$ cat src/rtl/mips_pkg.sv
// Shared encodings for the multicycle MIPS controller: opcodes, functs, ALU codes,
// datapath mux selects, FSM states and the bundled control word.
package mips_pkg;

    localparam logic [5:0] OP_RTYPE = 6'b000000;
    localparam logic [5:0] OP_LW    = 6'b100011;
    localparam logic [5:0] OP_SW    = 6'b101011;
    localparam logic [5:0] OP_BEQ   = 6'b000100;
    localparam logic [5:0] OP_ADDI  = 6'b001000;
    localparam logic [5:0] OP_ANDI  = 6'b001100;
    localparam logic [5:0] OP_ORI   = 6'b001101;
    localparam logic [5:0] OP_SLTI  = 6'b001010;
    localparam logic [5:0] OP_J     = 6'b000010;

    localparam logic [5:0] FUNCT_ADD = 6'b100000;
    localparam logic [5:0] FUNCT_SUB = 6'b100010;
    localparam logic [5:0] FUNCT_AND = 6'b100100;
    localparam logic [5:0] FUNCT_OR  = 6'b100101;
    localparam logic [5:0] FUNCT_NOR = 6'b100111;
    localparam logic [5:0] FUNCT_SLT = 6'b101010;

    localparam logic [3:0] ALU_AND = 4'b0000;
    localparam logic [3:0] ALU_OR  = 4'b0001;
    localparam logic [3:0] ALU_ADD = 4'b0010;
    localparam logic [3:0] ALU_SUB = 4'b0110;
    localparam logic [3:0] ALU_SLT = 4'b0111;
    localparam logic [3:0] ALU_NOR = 4'b1100;

    localparam logic [1:0] SRCB_REG    = 2'b00;
    localparam logic [1:0] SRCB_FOUR   = 2'b01;
    localparam logic [1:0] SRCB_IMM    = 2'b10;
    localparam logic [1:0] SRCB_BRANCH = 2'b11;

    localparam logic [1:0] PCSRC_ALU    = 2'b00;
    localparam logic [1:0] PCSRC_ALUOUT = 2'b01;
    localparam logic [1:0] PCSRC_JUMP   = 2'b10;

    typedef enum logic [1:0] {
        ALUOP_ADD   = 2'b00,
        ALUOP_SUB   = 2'b01,
        ALUOP_FUNCT = 2'b10,
        ALUOP_IMM   = 2'b11
    } alu_op_t;

    typedef enum logic [3:0] {
        S_FETCH  = 4'd0,
        S_DECODE = 4'd1,
        S_MEMADR = 4'd2,
        S_MEMRD  = 4'd3,
        S_MEMWB  = 4'd4,
        S_MEMWR  = 4'd5,
        S_EXEC   = 4'd6,
        S_ALUWB  = 4'd7,
        S_BRANCH = 4'd8,
        S_IEXEC  = 4'd9,
        S_IWB    = 4'd10,
        S_JUMP   = 4'd11
    } state_t;

    // PCWrite and Branch stay internal; they only feed the PCEn gate.
    typedef struct packed {
        logic       mem_write;
        logic       ir_write;
        logic       iord;
        logic       reg_dst;
        logic       mem_to_reg;
        logic       reg_write;
        logic       alu_src_a;
        logic       ext_op;
        logic [1:0] alu_src_b;
        logic [1:0] pc_src;
        logic       pc_write;
        logic       branch;
        logic       illegal;
        logic       done;
    } ctrl_t;

    function automatic logic is_imm_op(input logic [5:0] op);
        return (op == OP_ADDI) || (op == OP_ANDI) || (op == OP_ORI) || (op == OP_SLTI);
    endfunction

    // Logical immediates are zero-extended; arithmetic ones are sign-extended.
    function automatic logic zero_ext(input logic [5:0] op);
        return (op == OP_ANDI) || (op == OP_ORI);
    endfunction

endpackage

$ cat src/rtl/alu_decoder.sv
// Combinational ALU decoder: maps ALUOp plus funct (R-type) or opcode (immediate ops)
// to the 4-bit ALUControl, flagging encodings the ALU does not support.
module alu_decoder
    import mips_pkg::*;
(
    input  alu_op_t    alu_op_i,
    input  logic [5:0] op_i,
    input  logic [5:0] funct_i,
    output logic [3:0] alu_control_o,
    output logic       valid_o
);

    always_comb begin
        // NOTE: defaults first so every path through the case assigns both outputs (no latch).
        alu_control_o = ALU_ADD;
        valid_o       = 1'b1;
        case (alu_op_i)
            ALUOP_ADD: alu_control_o = ALU_ADD;
            ALUOP_SUB: alu_control_o = ALU_SUB;
            ALUOP_FUNCT: begin
                case (funct_i)
                    FUNCT_ADD: alu_control_o = ALU_ADD;
                    FUNCT_SUB: alu_control_o = ALU_SUB;
                    FUNCT_AND: alu_control_o = ALU_AND;
                    FUNCT_OR:  alu_control_o = ALU_OR;
                    FUNCT_NOR: alu_control_o = ALU_NOR;
                    FUNCT_SLT: alu_control_o = ALU_SLT;
                    default:   valid_o       = 1'b0;
                endcase
            end
            ALUOP_IMM: begin
                case (op_i)
                    OP_ADDI: alu_control_o = ALU_ADD;
                    OP_ANDI: alu_control_o = ALU_AND;
                    OP_ORI:  alu_control_o = ALU_OR;
                    OP_SLTI: alu_control_o = ALU_SLT;
                    default: valid_o       = 1'b0;
                endcase
            end
            default: valid_o = 1'b0;
        endcase
    end

endmodule

$ cat src/rtl/mips_multicycle_ctrl.sv
// Multicycle MIPS main controller: Moore FSM sequencing fetch/decode/execute/memory/
// writeback, with the ALU decoder and the PCEn branch gate.
module mips_multicycle_ctrl
    import mips_pkg::*;
#(
    parameter state_t RESET_STATE = S_FETCH
) (
    input  logic       clk,
    input  logic       reset,
    input  logic [5:0] op,
    input  logic [5:0] funct,
    input  logic       Zero,
    input  logic       mem_ready,
    output logic       MemWrite,
    output logic       IRWrite,
    output logic       IorD,
    output logic       RegDst,
    output logic       MemtoReg,
    output logic       RegWrite,
    output logic       ALUSrcA,
    output logic       ExtOp,
    output logic [1:0] ALUSrcB,
    output logic [1:0] PCSrc,
    output logic       PCEn,
    output logic [3:0] ALUControl,
    output logic       illegal_instr,
    output logic       instr_done
);

    state_t     state_q, state_d;
    ctrl_t      ctrl_raw, ctrl;
    alu_op_t    alu_op;
    logic [3:0] dec_control;
    logic       dec_valid;

    always_ff @(posedge clk) begin
        // NOTE: state registers use non-blocking assignment so every flop samples pre-edge values.
        if (reset) begin
            state_q <= RESET_STATE;
        end else begin
            state_q <= state_d;
        end
    end

    // Keyed on state only, so the decode legality check never loops back into itself.
    // In DECODE the funct path is selected purely to validate R-type functs.
    always_comb begin
        alu_op = ALUOP_ADD;
        case (state_q)
            S_DECODE, S_EXEC: alu_op = ALUOP_FUNCT;
            S_IEXEC:          alu_op = ALUOP_IMM;
            S_BRANCH:         alu_op = ALUOP_SUB;
            default:          alu_op = ALUOP_ADD;
        endcase
    end

    alu_decoder u_alu_decoder (
        .alu_op_i      (alu_op),
        .op_i          (op),
        .funct_i       (funct),
        .alu_control_o (dec_control),
        .valid_o       (dec_valid)
    );

    always_comb begin
        state_d  = state_q;
        ctrl_raw = '0;
        case (state_q)
            S_FETCH: begin
                ctrl_raw.alu_src_b = SRCB_FOUR;
                ctrl_raw.pc_src    = PCSRC_ALU;
                if (mem_ready) begin
                    ctrl_raw.ir_write = 1'b1;
                    ctrl_raw.pc_write = 1'b1;
                    state_d           = S_DECODE;
                end
            end
            S_DECODE: begin
                ctrl_raw.alu_src_b = SRCB_BRANCH;
                if (op == OP_LW || op == OP_SW) begin
                    state_d = S_MEMADR;
                end else if (op == OP_RTYPE && dec_valid) begin
                    state_d = S_EXEC;
                end else if (op == OP_BEQ) begin
                    state_d = S_BRANCH;
                end else if (is_imm_op(op)) begin
                    state_d = S_IEXEC;
                end else if (op == OP_J) begin
                    state_d = S_JUMP;
                end else begin
                    ctrl_raw.illegal = 1'b1;
                    state_d          = S_FETCH;
                end
            end
            S_MEMADR: begin
                ctrl_raw.alu_src_a = 1'b1;
                ctrl_raw.alu_src_b = SRCB_IMM;
                if (op == OP_LW) begin
                    state_d = S_MEMRD;
                end else if (op == OP_SW) begin
                    state_d = S_MEMWR;
                end else begin
                    state_d = S_FETCH;
                end
            end
            S_MEMRD: begin
                ctrl_raw.iord = 1'b1;
                if (mem_ready) begin
                    state_d = S_MEMWB;
                end
            end
            S_MEMWB: begin
                ctrl_raw.mem_to_reg = 1'b1;
                ctrl_raw.reg_write  = 1'b1;
                ctrl_raw.done       = 1'b1;
                state_d             = S_FETCH;
            end
            S_MEMWR: begin
                ctrl_raw.iord      = 1'b1;
                ctrl_raw.mem_write = 1'b1;
                if (mem_ready) begin
                    ctrl_raw.done = 1'b1;
                    state_d       = S_FETCH;
                end
            end
            S_EXEC: begin
                ctrl_raw.alu_src_a = 1'b1;
                ctrl_raw.alu_src_b = SRCB_REG;
                state_d            = S_ALUWB;
            end
            S_ALUWB: begin
                ctrl_raw.reg_dst   = 1'b1;
                ctrl_raw.reg_write = 1'b1;
                ctrl_raw.done      = 1'b1;
                state_d            = S_FETCH;
            end
            S_BRANCH: begin
                ctrl_raw.alu_src_a = 1'b1;
                ctrl_raw.alu_src_b = SRCB_REG;
                ctrl_raw.branch    = 1'b1;
                ctrl_raw.pc_src    = PCSRC_ALUOUT;
                ctrl_raw.done      = 1'b1;
                state_d            = S_FETCH;
            end
            S_IEXEC: begin
                ctrl_raw.alu_src_a = 1'b1;
                ctrl_raw.alu_src_b = SRCB_IMM;
                ctrl_raw.ext_op    = zero_ext(op);
                state_d            = S_IWB;
            end
            S_IWB: begin
                ctrl_raw.reg_write = 1'b1;
                ctrl_raw.ext_op    = zero_ext(op);
                ctrl_raw.done      = 1'b1;
                state_d            = S_FETCH;
            end
            S_JUMP: begin
                ctrl_raw.pc_src   = PCSRC_JUMP;
                ctrl_raw.pc_write = 1'b1;
                ctrl_raw.done     = 1'b1;
                state_d           = S_FETCH;
            end
            default: state_d = S_FETCH;
        endcase
    end

    // Reset masks every control in the same cycle, including a stalled store.
    assign ctrl = reset ? '0 : ctrl_raw;

    assign MemWrite      = ctrl.mem_write;
    assign IRWrite       = ctrl.ir_write;
    assign IorD          = ctrl.iord;
    assign RegDst        = ctrl.reg_dst;
    assign MemtoReg      = ctrl.mem_to_reg;
    assign RegWrite      = ctrl.reg_write;
    assign ALUSrcA       = ctrl.alu_src_a;
    assign ExtOp         = ctrl.ext_op;
    assign ALUSrcB       = ctrl.alu_src_b;
    assign PCSrc         = ctrl.pc_src;
    assign PCEn          = ctrl.pc_write | (ctrl.branch & Zero);
    assign illegal_instr = ctrl.illegal;
    assign instr_done    = ctrl.done;
    assign ALUControl    = (reset || state_q == S_DECODE) ? ALU_ADD : dec_control;

endmodule

$ cat config.mk
export PLATFORM = sky130hd
export DESIGN_NAME = mips_multicycle_ctrl
export DESIGN_NICKNAME = d
export VERILOG_FILES = /design/src/rtl/mips_pkg.sv /design/src/rtl/alu_decoder.sv /design/src/rtl/mips_multicycle_ctrl.sv
export SDC_FILE = /design/constraint.sdc
export NUM_CORES = 1
export LEC_CHECK = 0
export CAP_MARGIN = 20
export CORE_UTILIZATION = 35
export CTS_CLUSTER_DIAMETER = 200
export DETAILED_ROUTE_END_ITERATION = 16
export HOLD_SLACK_MARGIN = 0.03
export PLACE_DENSITY = 0.7
export REMOVE_ABC_BUFFERS = 1
export SLEW_MARGIN = 5
export SYNTH_ARGS = -nofsm -noshare
export SYNTH_HDL_FRONTEND = slang
export SYNTH_SLANG_ARGS = --single-unit
export TNS_END_PERCENT = 50
$ cat constraint.sdc
create_clock -name clk -period 2.7 [get_ports clk]
set_input_delay 0.81 -clock clk [delete_from_list [all_inputs] [get_ports clk]]
set_output_delay 0.81 -clock clk [all_outputs]
set_load 0.01 [all_outputs]
Word-level counts from Yosys, hierarchy flattened
Cells that the tools add are included.

storage, ports and cells
  register bits after elaboration = 4
  input bits = 16

cells by class
  equality and inequality tests = 31
  muxes and demuxes = 40
  bitwise logic cells = 2
  reductions and logical operators = 20

operators with widths
  operator              count
  $eq A6 B6 Y1 const B  8
  $mux W4               10
  $pmux W4 S7           1
  $eq A6 B4 Y1 const B  4
  $pmux W4 S5           1
  $mux W1               18
  $eq A4 B3 Y1 const B  4
  $eq A4 B4 Y1 const B  4
  $mux W16              1
  $pmux W4 S4           1
  $pmux W2 S3           2
  $pmux W3 S3           1
  $eq A4 B2 Y1 const B  2
  $reduce_or A2 Y1      4
  $reduce_or A4 Y1      2
  $eq A6 B2 Y1 const B  1
  $eq A6 B3 Y1 const B  1
  $logic_not A6 Y1      1
  $logic_or A1 B1 Y1    6
  $ne A2 B2 Y1 const B  3
  $pmux W1 S2           3
  $reduce_or A6 Y1      1
  $reduce_or A5 Y1      1
  $eq A2 B2 Y1 const B  2
  11 further kinds      11

Logic depth before layout (Yosys ltp)
  word-level depth = 12
  gate-level depth with buffers = 6
  depth with buffers taken out = 4

Hierarchy
From an unflattened synthesis, not the netlist that was laid out.

unflattened totals
  cell total of the unflattened synthesis = 133
  area total of the unflattened synthesis = 870.8 µm²

by module, submodules not included
  module                instances  cells an instance  area each (µm²)
  mips_multicycle_ctrl  1          105                685.7
  alu_decoder           1          28                 185.2

Worst setup path before layout
OpenSTA, ideal clock, no wires.

  kind = input-to-output
  from = input op[3]
  to = output ALUControl[0]
  arrival = 2.019 ns
  required time = 1.890 ns
  setup slack = -0.129 ns
  stages on the path = 5
  cell sequence = clkbuf_1 -> or3b_2 -> nor3_1 -> a22oi_1 -> nor2_1

between the ends
  longest elaborated chain between the ends = 4
  elaborated cells between the ends (all ways) = 6

RTL lines
  item                RTL line                     source
  start: declaration  mips_multicycle_ctrl.sv:10   input logic [5:0] op,
  $eq A6 B4 Y1        alu_decoder.sv:32            case (op_i)
  $pmux W3 S3 *       alu_decoder.sv:32
  $pmux W4 S4 *       alu_decoder.sv:17            case (alu_op_i)
  $mux W4 *           mips_multicycle_ctrl.sv:183  assign ALUControl = (reset || state_q == S_DECODE) ? ALU_ADD : dec_control;
  end: declaration    mips_multicycle_ctrl.sv:25   output logic [3:0] ALUControl,

Mark *: on every way between the ends. The rest lies on a longest branch, timed or not.

Worst setup path in the final report
  from = input op[4]
  to = output illegal_instr

between the ends
  longest elaborated chain between the ends = 10
  elaborated cells between the ends (all ways) = 24

RTL lines
  item                                                  RTL line                     source
  branches (longest 7 deep; another with $eq A6 B4 Y1)  n/a
  $mux W1 *                                             mips_multicycle_ctrl.sv:80   if (op == OP_LW || op == OP_SW) begin
  $mux W1 *                                             mips_multicycle_ctrl.sv:68   case (state_q)
  $mux W16 *                                            mips_multicycle_ctrl.sv:168  assign ctrl = reset ? '0 : ctrl_raw;
  end: declaration                                      mips_multicycle_ctrl.sv:26   output logic illegal_instr,

Every way passes the cells marked *.

==> flow_results.xml <==
<?xml version="1.0" encoding="UTF-8"?>
<metrics>
  <group name="yosys">
    <metric name="synth_top_family_by_area" unit="">simple AND/OR/NAND/NOR gates</metric>
    <metric name="synth-compound-area-share" unit="">0.300</metric>
    <metric name="post_synth_num_cell_types" unit="">47</metric>
    <metric name="post-synth-top-count-cell" unit="">sky130_fd_sc_hd__nor2_1</metric>
    <metric name="synthArstFlopShare" unit="">0</metric>
    <metric name="syn_area" unit="um2">865</metric>
    <metric name="synth_fa_ha_area_frac" unit="">0</metric>
    <metric name="synth_seq_area_share" unit="">0.0926</metric>
    <metric name="synth-edff-count" unit="">0</metric>
    <metric name="synth.avg_cell_area" unit="um2">6.55</metric>
    <metric name="yosys_warnings" unit="">0</metric>
    <metric name="synth_mux_area_frac" unit="">0.0130</metric>
    <metric name="synth_simple_gate_area_frac" unit="">0.508</metric>
    <metric name="netlist.top_cell.by_area" unit="">sky130_fd_sc_hd__dfxtp_1</metric>
    <metric name="synth_seq_cells" unit="">4</metric>
    <metric name="synth_cells" unit="">132</metric>
    <metric name="netlist_top_cells_area" unit="">sky130_fd_sc_hd__dfxtp_1 (9.3%), sky130_fd_sc_hd__nand2b_1 (5.8%), sky130_fd_sc_hd__nor2_1 (5.2%), sky130_fd_sc_hd__a21oi_1 (4.6%), sky130_fd_sc_hd__nor3_1 (4.6%)</metric>
    <metric name="most_used_standard_cells_in_the_synthesized_netlist" unit="">sky130_fd_sc_hd__nor2_1 (12), sky130_fd_sc_hd__clkbuf_1 (9), sky130_fd_sc_hd__nand2_1 (9)</metric>
    <metric name="share_of_the_synthesized_area_in_the_top_cell_type" unit="">0.0926</metric>
    <metric name="synth_xor_xnor_area_share" unit="">0.0101</metric>
    <metric name="postSynth.topFlopCell" unit="">sky130_fd_sc_hd__dfxtp_1</metric>
  </group>
  <group name="final_layout">
    <metric name="drive_gt1_frac" unit="">0.481</metric>
    <metric name="largest_register_ff_count" unit="">4</metric>
    <metric name="number_of_inserted_diodes" unit="">0</metric>
    <metric name="area_delta_synth_final" unit="%">95.1</metric>
    <metric name="top_register" unit="">state_q</metric>
    <metric name="reg.largest.list" unit="">state_q: 4 flops</metric>
    <metric name="filler_cell_count" unit="">167</metric>
    <metric name="num-nets-final" unit="">226</metric>
  </group>
  <group name="min_path">
    <metric name="hold_path_class" unit="">flop to flop</metric>
  </group>
  <group name="drt">
    <metric name="drt_iter0_drc" unit="">77</metric>
    <metric name="detailed_route_via_count" unit="">1410</metric>
    <metric name="drt_drc_violations_left" unit="">0</metric>
    <metric name="route.antenna.remaining_nets" unit="">0</metric>
    <metric name="routed_wirelength" unit="mm">3.79</metric>
    <metric name="vias_per_cell" unit="">5.97</metric>
    <metric name="routed_wire_length_per_instance" unit="um">16.1</metric>
    <metric name="drt_first_pass_iters" unit="">5</metric>
  </group>
  <group name="timing">
    <metric name="layout_worst_path_cycle_share" unit="">1.08</metric>
    <metric name="fin_worst_skew" unit="ns">0.00218</metric>
    <metric name="worst_pin_slew" unit="ns">0.520</metric>
    <metric name="finalHoldWorstSlack" unit="ns">0.686</metric>
    <metric name="relative_slew_margins" unit="">0.648</metric>
    <metric name="unrepaired_setup_endpoints_after_global_routing" unit="">yes</metric>
    <metric name="postLayoutSetupSlackWorst" unit="ns">-0.211</metric>
    <metric name="finalWorstPathRequiredPeriod" unit="ns">2.91</metric>
    <metric name="final_max_slew_viol_count" unit="">0</metric>
    <metric name="max_clock_freq" unit="MHz">344</metric>
    <metric name="final_hold_viol_count" unit="">0</metric>
    <metric name="setup-violations-final" unit="">1</metric>
  </group>
  <group name="setup_path">
    <metric name="crit_required" unit="ns">1.89</metric>
    <metric name="reg2reg_to" unit="">state_q[1]</metric>
    <metric name="reg2reg_depth" unit="">5</metric>
    <metric name="worst_setup_path_end_kind" unit="">output pin</metric>
    <metric name="timing.critical_path.from_type" unit="">input port</metric>
    <metric name="arrival" unit="ns">2.10</metric>
    <metric name="crit_start" unit="">op[4]</metric>
    <metric name="timing.critical_path.cells" unit="">buf_6 &gt; or4_4 &gt; nor3_4 &gt; o21ai_1 &gt; o21a_1 &gt; buf_2</metric>
    <metric name="critical_r2r_launch" unit="">state_q[1]</metric>
    <metric name="worst_setup_path_endpoint" unit="">illegal_instr</metric>
    <metric name="crit_path_max_fanout" unit="">3</metric>
    <metric name="delay_contributed_by_the_slowest_stage_of_the_critical_path" unit="ns">0.55</metric>
    <metric name="critical_setup_path_kind" unit="">input port to output pin</metric>
    <metric name="rrSetupSlack" unit="ns">0.78</metric>
    <metric name="crit_slowest_cell" unit="">sky130_fd_sc_hd__or4_4</metric>
  </group>
  <group name="placement">
    <metric name="post-place-ws" unit="ns">-0.949</metric>
    <metric name="gp_congestion" unit="">0.858</metric>
    <metric name="port-buffer-count" unit="">34</metric>
    <metric name="place.detailed.hpwl" unit="mm">2.26</metric>
  </group>
  <group name="clock_network">
    <metric name="clkLatencyLatePin" unit="ns">0.24</metric>
    <metric name="holdBufCountCts" unit="">0</metric>
    <metric name="root_buffer" unit="">sky130_fd_sc_hd__clkbuf_4</metric>
    <metric name="cts-buffers-inserted" unit="">3</metric>
    <metric name="cts_htree_levels" unit="">1</metric>
    <metric name="clock_slew_seen_by_the_registers_of_the_worst_setup_and_hold_paths" unit="ns">0.04</metric>
    <metric name="ctsLongestPathBuffers" unit="">2</metric>
    <metric name="cts.sinks" unit="">4</metric>
    <metric name="tritoncts_clock_tree" unit="">yes</metric>
  </group>
  <group name="pwr">
    <metric name="ir_worst_vdd" unit="mV">0.129</metric>
    <metric name="power" unit="uW">303</metric>
    <metric name="pwr_per_cell_area" unit="nW/um2">180</metric>
    <metric name="power.static_leakage" unit="nW">0.792</metric>
  </group>
  <group name="status">
    <metric name="run_status" unit="">complete, but fails checks</metric>
    <metric name="violated_checks" unit="">negative setup slack</metric>
  </group>
  <group name="die">
    <metric name="core_area" unit="um2">2280</metric>
    <metric name="die-width" unit="um">51.7</metric>
    <metric name="die-height" unit="um">51.7</metric>
    <metric name="io_pins" unit="">35</metric>
    <metric name="core.rowCount" unit="">17</metric>
    <metric name="die_area" unit="um2">2670</metric>
    <metric name="floorplan.initialDensity" unit="">0.380</metric>
  </group>
  <group name="global_routing">
    <metric name="global_route.overflow_total" unit="">0</metric>
    <metric name="grt_max_degree" unit="">23</metric>
    <metric name="grtUsageTotal" unit="">0.296</metric>
    <metric name="number_of_global_route_vias_before_repair" unit="">1292</metric>
    <metric name="number_of_antenna_violations_at_the_first_check_in_global_routing" unit="">0</metric>
    <metric name="grt_pass1_wl" unit="mm">5.84</metric>
  </group>
  <group name="run">
    <metric name="drv.max_cap_violation_count" unit="">0</metric>
  </group>
</metrics>
[repair_timing]
| item | 4_1_cts | 5_1_grt |
|---|---|---|
| buffers inserted | 15 | 2 |
| endpoints found under the setup margin | 19 | 10 |
| pin swaps | 17 | 9 |
| resized for setup | 105 | 16 |
| hold endpoints to repair | 0 | 0 |
[critical path: cells and delay by family]
kind	cells	cell delay (ns)
AOI/OAI and AO/OA	2	0.30
buffers and inverters	2	0.23
and+or+nand+nor	2	0.76
[logic make-up (layout without fill, tap and decap cells)]
| group | after synthesis | in the layout |
|---|---|---|
| buf+inv | 17 | 93 |
| flops | 4 | 4 |
| simple gates | 72 | 72 |
| compound gates | 37 | 37 |
| mux | 1 | 1 |
| xor+xnor | 1 | 1 |
[stage by stage]
step	area [um2]	instances	setup TNS, ns	util
after floorplan	817	120	-0.0362	-
after global placement	1450	216	-10.69	0.636
after detailed placement	1450	216	-10.62	0.636
after CTS	1640	234	-0.203	0.720
after global routing	1690	236	-0.291	0.741
final	1690	236	-0.211	0.741
[final cells by class]
type / count / area (um2) / area share
multi-input cells: 111 / 867 / 0.514
clock buffers: 3 / 22.5 / 0.0134
well taps: 28 / 35.0 / 0.0208
inverters: 5 / 18.8 / 0.0111
repair buffers: 85 / 663 / 0.393
flip-flops and latches: 4 / 80.1 / 0.0475
[power breakdown]
part	leakage, nW	total, mW	internal (mW)	switching [mW]
Clock	0.0138	0.0760	0.0498	0.0262
Combinational	0.746	0.166	0.0863	0.0794
Sequential	0.0325	0.0616	0.0609	0.000701
[cells in the final DEF (no fill, tap or decap), types with 4 or more instances in the layout]
cell	count
sky130_fd_sc_hd__a21oi_1	8
sky130_fd_sc_hd__buf_2	11
sky130_fd_sc_hd__inv_1	4
sky130_fd_sc_hd__dfxtp_1	4
sky130_fd_sc_hd__nand2_1	9
sky130_fd_sc_hd__dlygate4sd2_1	10
sky130_fd_sc_hd__nor3_1	5
sky130_fd_sc_hd__nand2b_1	7
sky130_fd_sc_hd__buf_4	50
sky130_fd_sc_hd__dlymetal6s2s_1	4
sky130_fd_sc_hd__nor2_1	10
[layer usage]
metal  routed length (um)  global-route usage
met5                    0                   0
met4                   87               0.135
met3                  292              0.0468
met1                 1500               0.351
met2                 1910               0.517
[worst min path at each step]
stage                    start          to  slack (ns)  cells after the start
global route        state_q[3]  state_q[0]        0.70                      2
detailed placement  state_q[3]  state_q[0]        0.66                      2
finish              state_q[3]  state_q[0]        0.69                      2
floorplan           state_q[3]  state_q[0]        0.71                      1
global placement    state_q[3]  state_q[0]        0.64                      2
CTS                 state_q[3]  state_q[0]        0.67                      2
Note: power is estimated with default switching activity, not from simulation.
